File: config.mk
export PLATFORM = sky130hd
export DESIGN_NAME = instr_sequencer_flat
export DESIGN_NICKNAME = d
export VERILOG_FILES = /design/src/rtl/instr_sequencer_if.sv /design/src/rtl/instr_sequencer.sv /design/src/flat_wrapper.sv
export SDC_FILE = /design/constraint.sdc
export NUM_CORES = 1
export LEC_CHECK = 0
export BUFFER_PORTS_ARGS = -buffer_cell sky130_fd_sc_hd__clkbuf_2
export CORE_MARGIN = 10
export CORE_UTILIZATION = 46
export DETAILED_ROUTE_END_ITERATION = 6
export PLACE_DENSITY = 0.83
export SLEW_MARGIN = 20
export SYNTH_ARGS = -nofsm -noshare
export SYNTH_HDL_FRONTEND = slang
export SYNTH_SLANG_ARGS = --single-unit
File: constraint.sdc
create_clock -name clk -period 1.7 [get_ports clk]
set_clock_uncertainty 0.15 [all_clocks]
set_input_delay 0.255 -clock clk [delete_from_list [all_inputs] [get_ports clk]]
set_output_delay 0.255 -clock clk [all_outputs]
set_load 0.02 [all_outputs]
File: src/rtl/instr_sequencer_if.sv
// Memory request/ack bus plus decoder/execute handshake for the 6502 instruction front end.
// Defining SEQ_ILLEGAL_TRAP_EN adds the illegal_op status line.
interface instr_sequencer_if #(
  parameter int unsigned ADDR_W = 16
);
  logic              mem_req;
  logic [ADDR_W-1:0] mem_addr;
  logic              mem_ack;
  logic [7:0]        mem_rdata;
  logic [7:0]        opcode;
  logic [7:0]        operand_lo;
  logic [7:0]        operand_hi;
  logic [1:0]        instr_len;
  logic              instr_valid;
  logic              exec_done;
  logic              redirect;
  logic [ADDR_W-1:0] redirect_pc;
  logic              halt;
  logic              halted;
  logic [ADDR_W-1:0] pc;
`ifdef SEQ_ILLEGAL_TRAP_EN
  logic              illegal_op;
`endif

  modport master (
    output mem_req, mem_addr, opcode, operand_lo, operand_hi, instr_len, instr_valid,
    output halted, pc,
    input  mem_ack, mem_rdata, exec_done, redirect, redirect_pc, halt
`ifdef SEQ_ILLEGAL_TRAP_EN
    , output illegal_op
`endif
  );

  modport slave (
    input  mem_req, mem_addr, opcode, operand_lo, operand_hi, instr_len, instr_valid,
    input  halted, pc,
    output mem_ack, mem_rdata, exec_done, redirect, redirect_pc, halt
`ifdef SEQ_ILLEGAL_TRAP_EN
    , input illegal_op
`endif
  );
endinterface

File: src/rtl/instr_sequencer.sv
// 6502 fetch sequencer: fetches opcode plus 0-2 operands, holds the instruction until execute
// retires it, applies redirects and halts. SEQ_ILLEGAL_TRAP_EN traps illegal opcodes into HALT.
module instr_sequencer #(
  parameter int unsigned       ADDR_W   = 16,
  parameter logic [ADDR_W-1:0] RESET_PC = 16'h0200
) (
  input logic               clk,
  input logic               rst_n,
  instr_sequencer_if.master bus
);

  typedef enum logic [2:0] {StFetchOp, StFetchB1, StFetchB2, StExec, StHalt} state_e;

  state_e            state_q;
  logic [ADDR_W-1:0] pc_q;
  logic              mem_req_q;
  logic [7:0]        opcode_q;
  logic [7:0]        operand_lo_q;
  logic [7:0]        operand_hi_q;
  logic [1:0]        instr_len_q;
  logic              instr_valid_q;
  logic              halted_q;
  logic [ADDR_W-1:0] pc_inc;
  logic [1:0]        len_d;
  logic              xfer;

  // Illegal opcodes decode as length 1.
  function automatic logic [1:0] op_len(input logic [7:0] op);
    logic [1:0] cc;
    logic [2:0] bbb;
    cc     = op[1:0];
    bbb    = op[4:2];
    op_len = 2'd1;
    case (cc)
      2'b01: op_len = (bbb == 3'b011 || bbb == 3'b110 || bbb == 3'b111) ? 2'd3 : 2'd2;
      2'b00, 2'b10: begin
        case (bbb)
          3'b001, 3'b101: op_len = 2'd2;
          3'b011, 3'b111: op_len = 2'd3;
          3'b010, 3'b110: op_len = 2'd1;
          3'b100:         op_len = (cc == 2'b00) ? 2'd2 : 2'd1;
          default: begin
            case (op)
              8'h20:                      op_len = 2'd3;
              8'hA0, 8'hA2, 8'hC0, 8'hE0: op_len = 2'd2;
              default:                    op_len = 2'd1;
            endcase
          end
        endcase
      end
      default: op_len = 2'd1;
    endcase
  endfunction

`ifdef SEQ_ILLEGAL_TRAP_EN
  function automatic logic op_illegal(input logic [7:0] op);
    logic [1:0] cc;
    logic [2:0] bbb;
    cc  = op[1:0];
    bbb = op[4:2];
    op_illegal = (cc == 2'b11) || (cc == 2'b10 && bbb == 3'b100) ||
                 (cc != 2'b01 && bbb == 3'b000 &&
                  !(op inside {8'h00, 8'h40, 8'h60, 8'h20, 8'hA0, 8'hA2, 8'hC0, 8'hE0}));
  endfunction

  logic illegal_op_q;
  logic trap;
  assign trap = op_illegal(bus.mem_rdata);
`endif

  assign pc_inc = pc_q + ADDR_W'(1);
  assign len_d  = op_len(bus.mem_rdata);
  assign xfer   = mem_req_q & bus.mem_ack;

  always_ff @(posedge clk or negedge rst_n) begin
    if (!rst_n) begin
      state_q       <= StFetchOp;
      pc_q          <= RESET_PC;
      mem_req_q     <= 1'b0;
      opcode_q      <= 8'h00;
      operand_lo_q  <= 8'h00;
      operand_hi_q  <= 8'h00;
      instr_len_q   <= 2'd1;
      instr_valid_q <= 1'b0;
      halted_q      <= 1'b0;
`ifdef SEQ_ILLEGAL_TRAP_EN
      illegal_op_q  <= 1'b0;
`endif
    end else begin
      unique case (state_q)
        StFetchOp: begin
          // Only true on the first cycle out of reset; every other entry raises mem_req itself.
          if (!mem_req_q) begin
            mem_req_q <= 1'b1;
          end else if (xfer) begin
            pc_q         <= pc_inc;
            opcode_q     <= bus.mem_rdata;
            operand_lo_q <= 8'h00;
            operand_hi_q <= 8'h00;
            instr_len_q  <= len_d;
`ifdef SEQ_ILLEGAL_TRAP_EN
            if (trap) begin
              state_q      <= StHalt;
              mem_req_q    <= 1'b0;
              halted_q     <= 1'b1;
              illegal_op_q <= 1'b1;
            end else
`endif
            if (len_d == 2'd1) begin
              state_q       <= StExec;
              mem_req_q     <= 1'b0;
              instr_valid_q <= 1'b1;
            end else begin
              state_q <= StFetchB1;
            end
          end
        end
        StFetchB1: begin
          if (xfer) begin
            pc_q         <= pc_inc;
            operand_lo_q <= bus.mem_rdata;
            if (instr_len_q == 2'd2) begin
              state_q       <= StExec;
              mem_req_q     <= 1'b0;
              instr_valid_q <= 1'b1;
            end else begin
              state_q <= StFetchB2;
            end
          end
        end
        StFetchB2: begin
          if (xfer) begin
            pc_q          <= pc_inc;
            operand_hi_q  <= bus.mem_rdata;
            state_q       <= StExec;
            mem_req_q     <= 1'b0;
            instr_valid_q <= 1'b1;
          end
        end
        StExec: begin
          if (bus.exec_done) begin
            instr_valid_q <= 1'b0;
            if (bus.redirect) pc_q <= bus.redirect_pc;
            if (bus.halt) begin
              state_q  <= StHalt;
              halted_q <= 1'b1;
            end else begin
              state_q   <= StFetchOp;
              mem_req_q <= 1'b1;
            end
          end
        end
        StHalt: begin
`ifdef SEQ_ILLEGAL_TRAP_EN
          if (!bus.halt && !illegal_op_q) begin
`else
          if (!bus.halt) begin
`endif
            state_q   <= StFetchOp;
            halted_q  <= 1'b0;
            mem_req_q <= 1'b1;
          end
        end
        default: state_q <= StFetchOp;
      endcase
    end
  end

  assign bus.mem_req     = mem_req_q;
  assign bus.mem_addr    = pc_q;
  assign bus.pc          = pc_q;
  assign bus.opcode      = opcode_q;
  assign bus.operand_lo  = operand_lo_q;
  assign bus.operand_hi  = operand_hi_q;
  assign bus.instr_len   = instr_len_q;
  assign bus.instr_valid = instr_valid_q;
  assign bus.halted      = halted_q;
`ifdef SEQ_ILLEGAL_TRAP_EN
  assign bus.illegal_op  = illegal_op_q;
`endif

endmodule

File: src/flat_wrapper.sv
// flat-port wrapper written by rule: the top's interface ports become plain ports
module instr_sequencer_flat 
#(
  parameter int unsigned       ADDR_W   = 16,
  parameter logic [ADDR_W-1:0] RESET_PC = 16'h0200
)
  (clk, rst_n, bus_mem_req, bus_mem_addr, bus_opcode, bus_operand_lo, bus_operand_hi, bus_instr_len, bus_instr_valid, bus_halted, bus_pc, bus_mem_ack, bus_mem_rdata, bus_exec_done, bus_redirect, bus_redirect_pc, bus_halt);
  instr_sequencer_if #(.ADDR_W(ADDR_W)) bus_i ();
  input logic clk;
  input logic rst_n;
  output wire logic [$bits(bus_i.mem_req)-1:0] bus_mem_req;
  output wire logic [$bits(bus_i.mem_addr)-1:0] bus_mem_addr;
  output wire logic [$bits(bus_i.opcode)-1:0] bus_opcode;
  output wire logic [$bits(bus_i.operand_lo)-1:0] bus_operand_lo;
  output wire logic [$bits(bus_i.operand_hi)-1:0] bus_operand_hi;
  output wire logic [$bits(bus_i.instr_len)-1:0] bus_instr_len;
  output wire logic [$bits(bus_i.instr_valid)-1:0] bus_instr_valid;
  output wire logic [$bits(bus_i.halted)-1:0] bus_halted;
  output wire logic [$bits(bus_i.pc)-1:0] bus_pc;
  input wire logic [$bits(bus_i.mem_ack)-1:0] bus_mem_ack;
  input wire logic [$bits(bus_i.mem_rdata)-1:0] bus_mem_rdata;
  input wire logic [$bits(bus_i.exec_done)-1:0] bus_exec_done;
  input wire logic [$bits(bus_i.redirect)-1:0] bus_redirect;
  input wire logic [$bits(bus_i.redirect_pc)-1:0] bus_redirect_pc;
  input wire logic [$bits(bus_i.halt)-1:0] bus_halt;
  assign bus_mem_req = bus_i.mem_req;
  assign bus_mem_addr = bus_i.mem_addr;
  assign bus_opcode = bus_i.opcode;
  assign bus_operand_lo = bus_i.operand_lo;
  assign bus_operand_hi = bus_i.operand_hi;
  assign bus_instr_len = bus_i.instr_len;
  assign bus_instr_valid = bus_i.instr_valid;
  assign bus_halted = bus_i.halted;
  assign bus_pc = bus_i.pc;
  assign bus_i.mem_ack = bus_mem_ack;
  assign bus_i.mem_rdata = bus_mem_rdata;
  assign bus_i.exec_done = bus_exec_done;
  assign bus_i.redirect = bus_redirect;
  assign bus_i.redirect_pc = bus_redirect_pc;
  assign bus_i.halt = bus_halt;
  instr_sequencer #(.ADDR_W(ADDR_W), .RESET_PC(RESET_PC)) u_core (.clk(clk), .rst_n(rst_n), .bus(bus_i));
endmodule
==> metrics.txt <==
outcome=finished, final reports clean; area of the multi-input gates=1350 µm²; most frequent cell after synthesis=nand2_1; final net count=415; r2r worst-path depth=5; CTS Buf Count=5; worst vdd rail ir drop=1.04 mV; PwrDens=2020 nW/µm²; DP Wirelength=5860 µm; Routed WL=7820 µm; Post-Synth XOR/XNOR Area=0; Post-Synth Simple-Gate Area=0.212; Rel. slew slack=0.742; synth-to-layout area growth=28.4%; Tightest Hold Check Type=in -> reg; largest net degree at the start of global routing=37; H-tree Lvls=2; endpoints failing setup=0; worst reg2reg endpoint=u_core.bus.mem_addr[10]$_DFFE_PN0P_; n_diodes=0; Place WS=-19.2 ps; Yosys top cell by area=dfrtp_1; # clock sinks=48; clock buffer depth=2; CP Capture Type=register; Crit path buffers/inverters=0; fraction of layout cells with a size suffix above 1=0.413; post-placement cell area=3260 µm²; GRT overflow=0; Finished Core Util=0.617; r2r startpoint=u_core.bus.mem_addr[0]$_DFFE_PN0P_; CP top delay family=compound AO/OA/AOI/OAI gates; synthesized area per cell=9.01 µm²; Area contributors post-synth=dfrtp_1 (43%), nand2_1 (6.5%), o21ai_0 (5.4%), buf_4 (4.5%), mux2_2 (3.3%); Max stage delay on crit path=430 ps; Root Driver=clkbuf_8; remaining antenna violation count after routing=0; Final Hold Vio Count=0; DRC=0; Vias/cell=5.70; Vias=2,605; Max Cap Violations=0; Iter 0 DRT Violations=112; vias in the first global route=2,696; Initial Util=0.480; clock transition at the registers of the reported paths=90 ps; CTS tree=done; wire per inst=17.1 µm; setup TNS=0 ps; FFs w/ async S/R, synth=1.00; Inst Count DP=448; die span in x=96.5 µm; Seq/Total Area, Yosys=0.447; drt first pass iters=4; Synthesis Warnings=0; WP data arrival=1730 ps; # port buffers=90; Power Total=6.98 mW; Slew @ Worst Pin=387 ps; Commonest cells post-synth=nand2_1 (47), dfrtp_1 (46), o21ai_0 (29), buf_4 (16), nor2_1 (12); required time worst endpoint=1790 ps; Die H=96.5 µm; fin cells=457; Startpoint Class=register; number of synthesized flops with an enable pin=0; post-synth top area share=0.427; Yosys reg bits=48; crit path kind=reg -> reg; WHS Path Cells=3; RSZ-0062 raised after global routing=no; fin. max-slew vios=0; Routability Congestion=1.00; highest clock rate=0.610 GHz; Tmin final=1640 ps; multiplexer share of the synthesized area=0.0372; Worst Hold Launch=bus_mem_rdata[5]; Synth Instances=299; final worst slack=60.4 ps; initial antenna violation count=0; Synth Cell Area=2690 µm²; Synth Area in Compound Gates=0.215; die area=9320 µm²; Final Instance Area=3460 µm²; Primary FF master, synth=dfrtp_1; Core ar.=5610 µm²; Synthesized Nets=330; critical-path maximum fanout=6; period utilization=0.964; global-route wire length before repair=12,900 µm; flop-to-flop setup slack=60 ps; largest family of logic cells by synthesized area=compound AO/OA/AOI/OAI gates; row count=27; fill cell count=504; Storage cell area=1210 µm²; P_leak=1.58 nW; Synth Area in Adders=0.00464; crit path max-delay cell type=dfrtp_2; Min Hold Slack=80.7 ps; synth unique cells=48; Total GRT Usage=0.171; I/O pin cnt=91; CP Cell Sequence=ha_4, and4_4, nand3_1, a211oi_1, a2bb2oi_1; worst-skew pair later-pin latency=310 ps; hold endpoint=u_core.bus.operand_lo[5]$_DFFE_PN0P_
## layer usage
metal / up-vias / GRT usage / part of all wire
li1: 1251 / - / -
met1: 1234 / 0.194 / 0.38
met2: 112 / 0.293 / 0.49
met3: 8 / 0.0655 / 0.12
met4: 0 / 0.0472 / 0.0091
met5: - / 0 / 0
## layout by cell type (no fill, tap or decap), drive strengths merged, types with 4 or more instances in the layout
master	synthesis	final
nor2	13	13
and4	4	4
and3	5	5
dfrtp	46	46
o22ai	5	5
a2bb2oi	8	8
nand3	4	4
nor3	8	8
o21ai	29	29
nand4	6	6
a31oi	6	6
nand2	47	47
and2	9	9
a211oi	9	9
buf	29	26
mux2	8	8
clkbuf	10	95
o22a	4	4
o31ai	6	6
a21oi	11	11
## cells by family (layout without fill, tap and decap cells)
family / after synthesis / in the layout
AO/OA/AOI/OAI: 88 / 88
adder cells (fa/ha/maj): 1 / 1
buffers and inverters: 41 / 127
flip-flops: 48 / 48
multiplexers: 9 / 9
AND/OR/NAND/NOR: 112 / 112
## how the worst max path moves through the flow
stage,from,depth (start not counted),slack (ps),endpoint
after floorplan,u_core.bus.mem_addr[0]$_DFFE_PN0P_,6,-30,u_core.bus.mem_addr[12]$_DFFE_PN0P_
after global placement,u_core.state_q[1]$_DFFE_PN0P_,4,50,u_core.bus.instr_valid$_DFFE_PN0P_
after detailed placement,u_core.state_q[1]$_DFFE_PN0P_,4,-20,u_core.bus.operand_lo[7]$_DFFE_PN0P_
after CTS,u_core.state_q[0]$_DFFE_PN0P_,4,5,u_core.bus.mem_addr[3]$_DFFE_PN0P_
after global routing,u_core.bus.mem_addr[0]$_DFFE_PN0P_,5,4,u_core.bus.mem_addr[12]$_DFFE_PN0P_
final,u_core.bus.mem_addr[0]$_DFFE_PN0P_,5,60,u_core.bus.mem_addr[10]$_DFFE_PN0P_
## final cells by class
cell class	count	share of cell area
Multi-Input combinational cell	210	0.389
Tap cell	72	0.0260
Clock inverter	3	0.0134
Timing Repair Buffer	117	0.199
Clock buffer	5	0.0199
Inverter	2	0.00217
Sequential cell	48	0.351
## report_power, final
part / leakage (nW) / total (mW) / switching, mW / internal (mW)
Clock: 0.0548 / 0.863 / 0.420 / 0.443
Combinational: 0.950 / 3.93 / 2.39 / 1.54
Sequential: 0.574 / 2.19 / 0.501 / 1.69
## worst register-to-register path, cell delays in order (launching register included)
cell and delay [ps]:
dfrtp_2 430, ha_4 150, and4_4 260, nand3_1 120
a211oi_1 290, a2bb2oi_1 170
## registers in the layout, indices dropped and copies added (netlist names)
register                cells
u_core.bus.operand_lo       8
u_core.bus.halted           1
u_core.bus.operand_hi       8
u_core.state_q              3
u_core.bus.mem_req          1
u_core.bus.instr_len        2
u_core.bus.opcode           8
u_core.bus.instr_valid      1
u_core.bus.mem_addr        16
## timing repair
item / in CTS / in global routing
endpoints found under the hold margin: 12 / 0
buffers inserted: 0 / 0
endpoints found under the setup margin: 10 / 18
pin swaps: 0 / 2
resized for setup: 4 / 19
hold buffers: 1 / 0
Power figures use the tool's default switching activity.
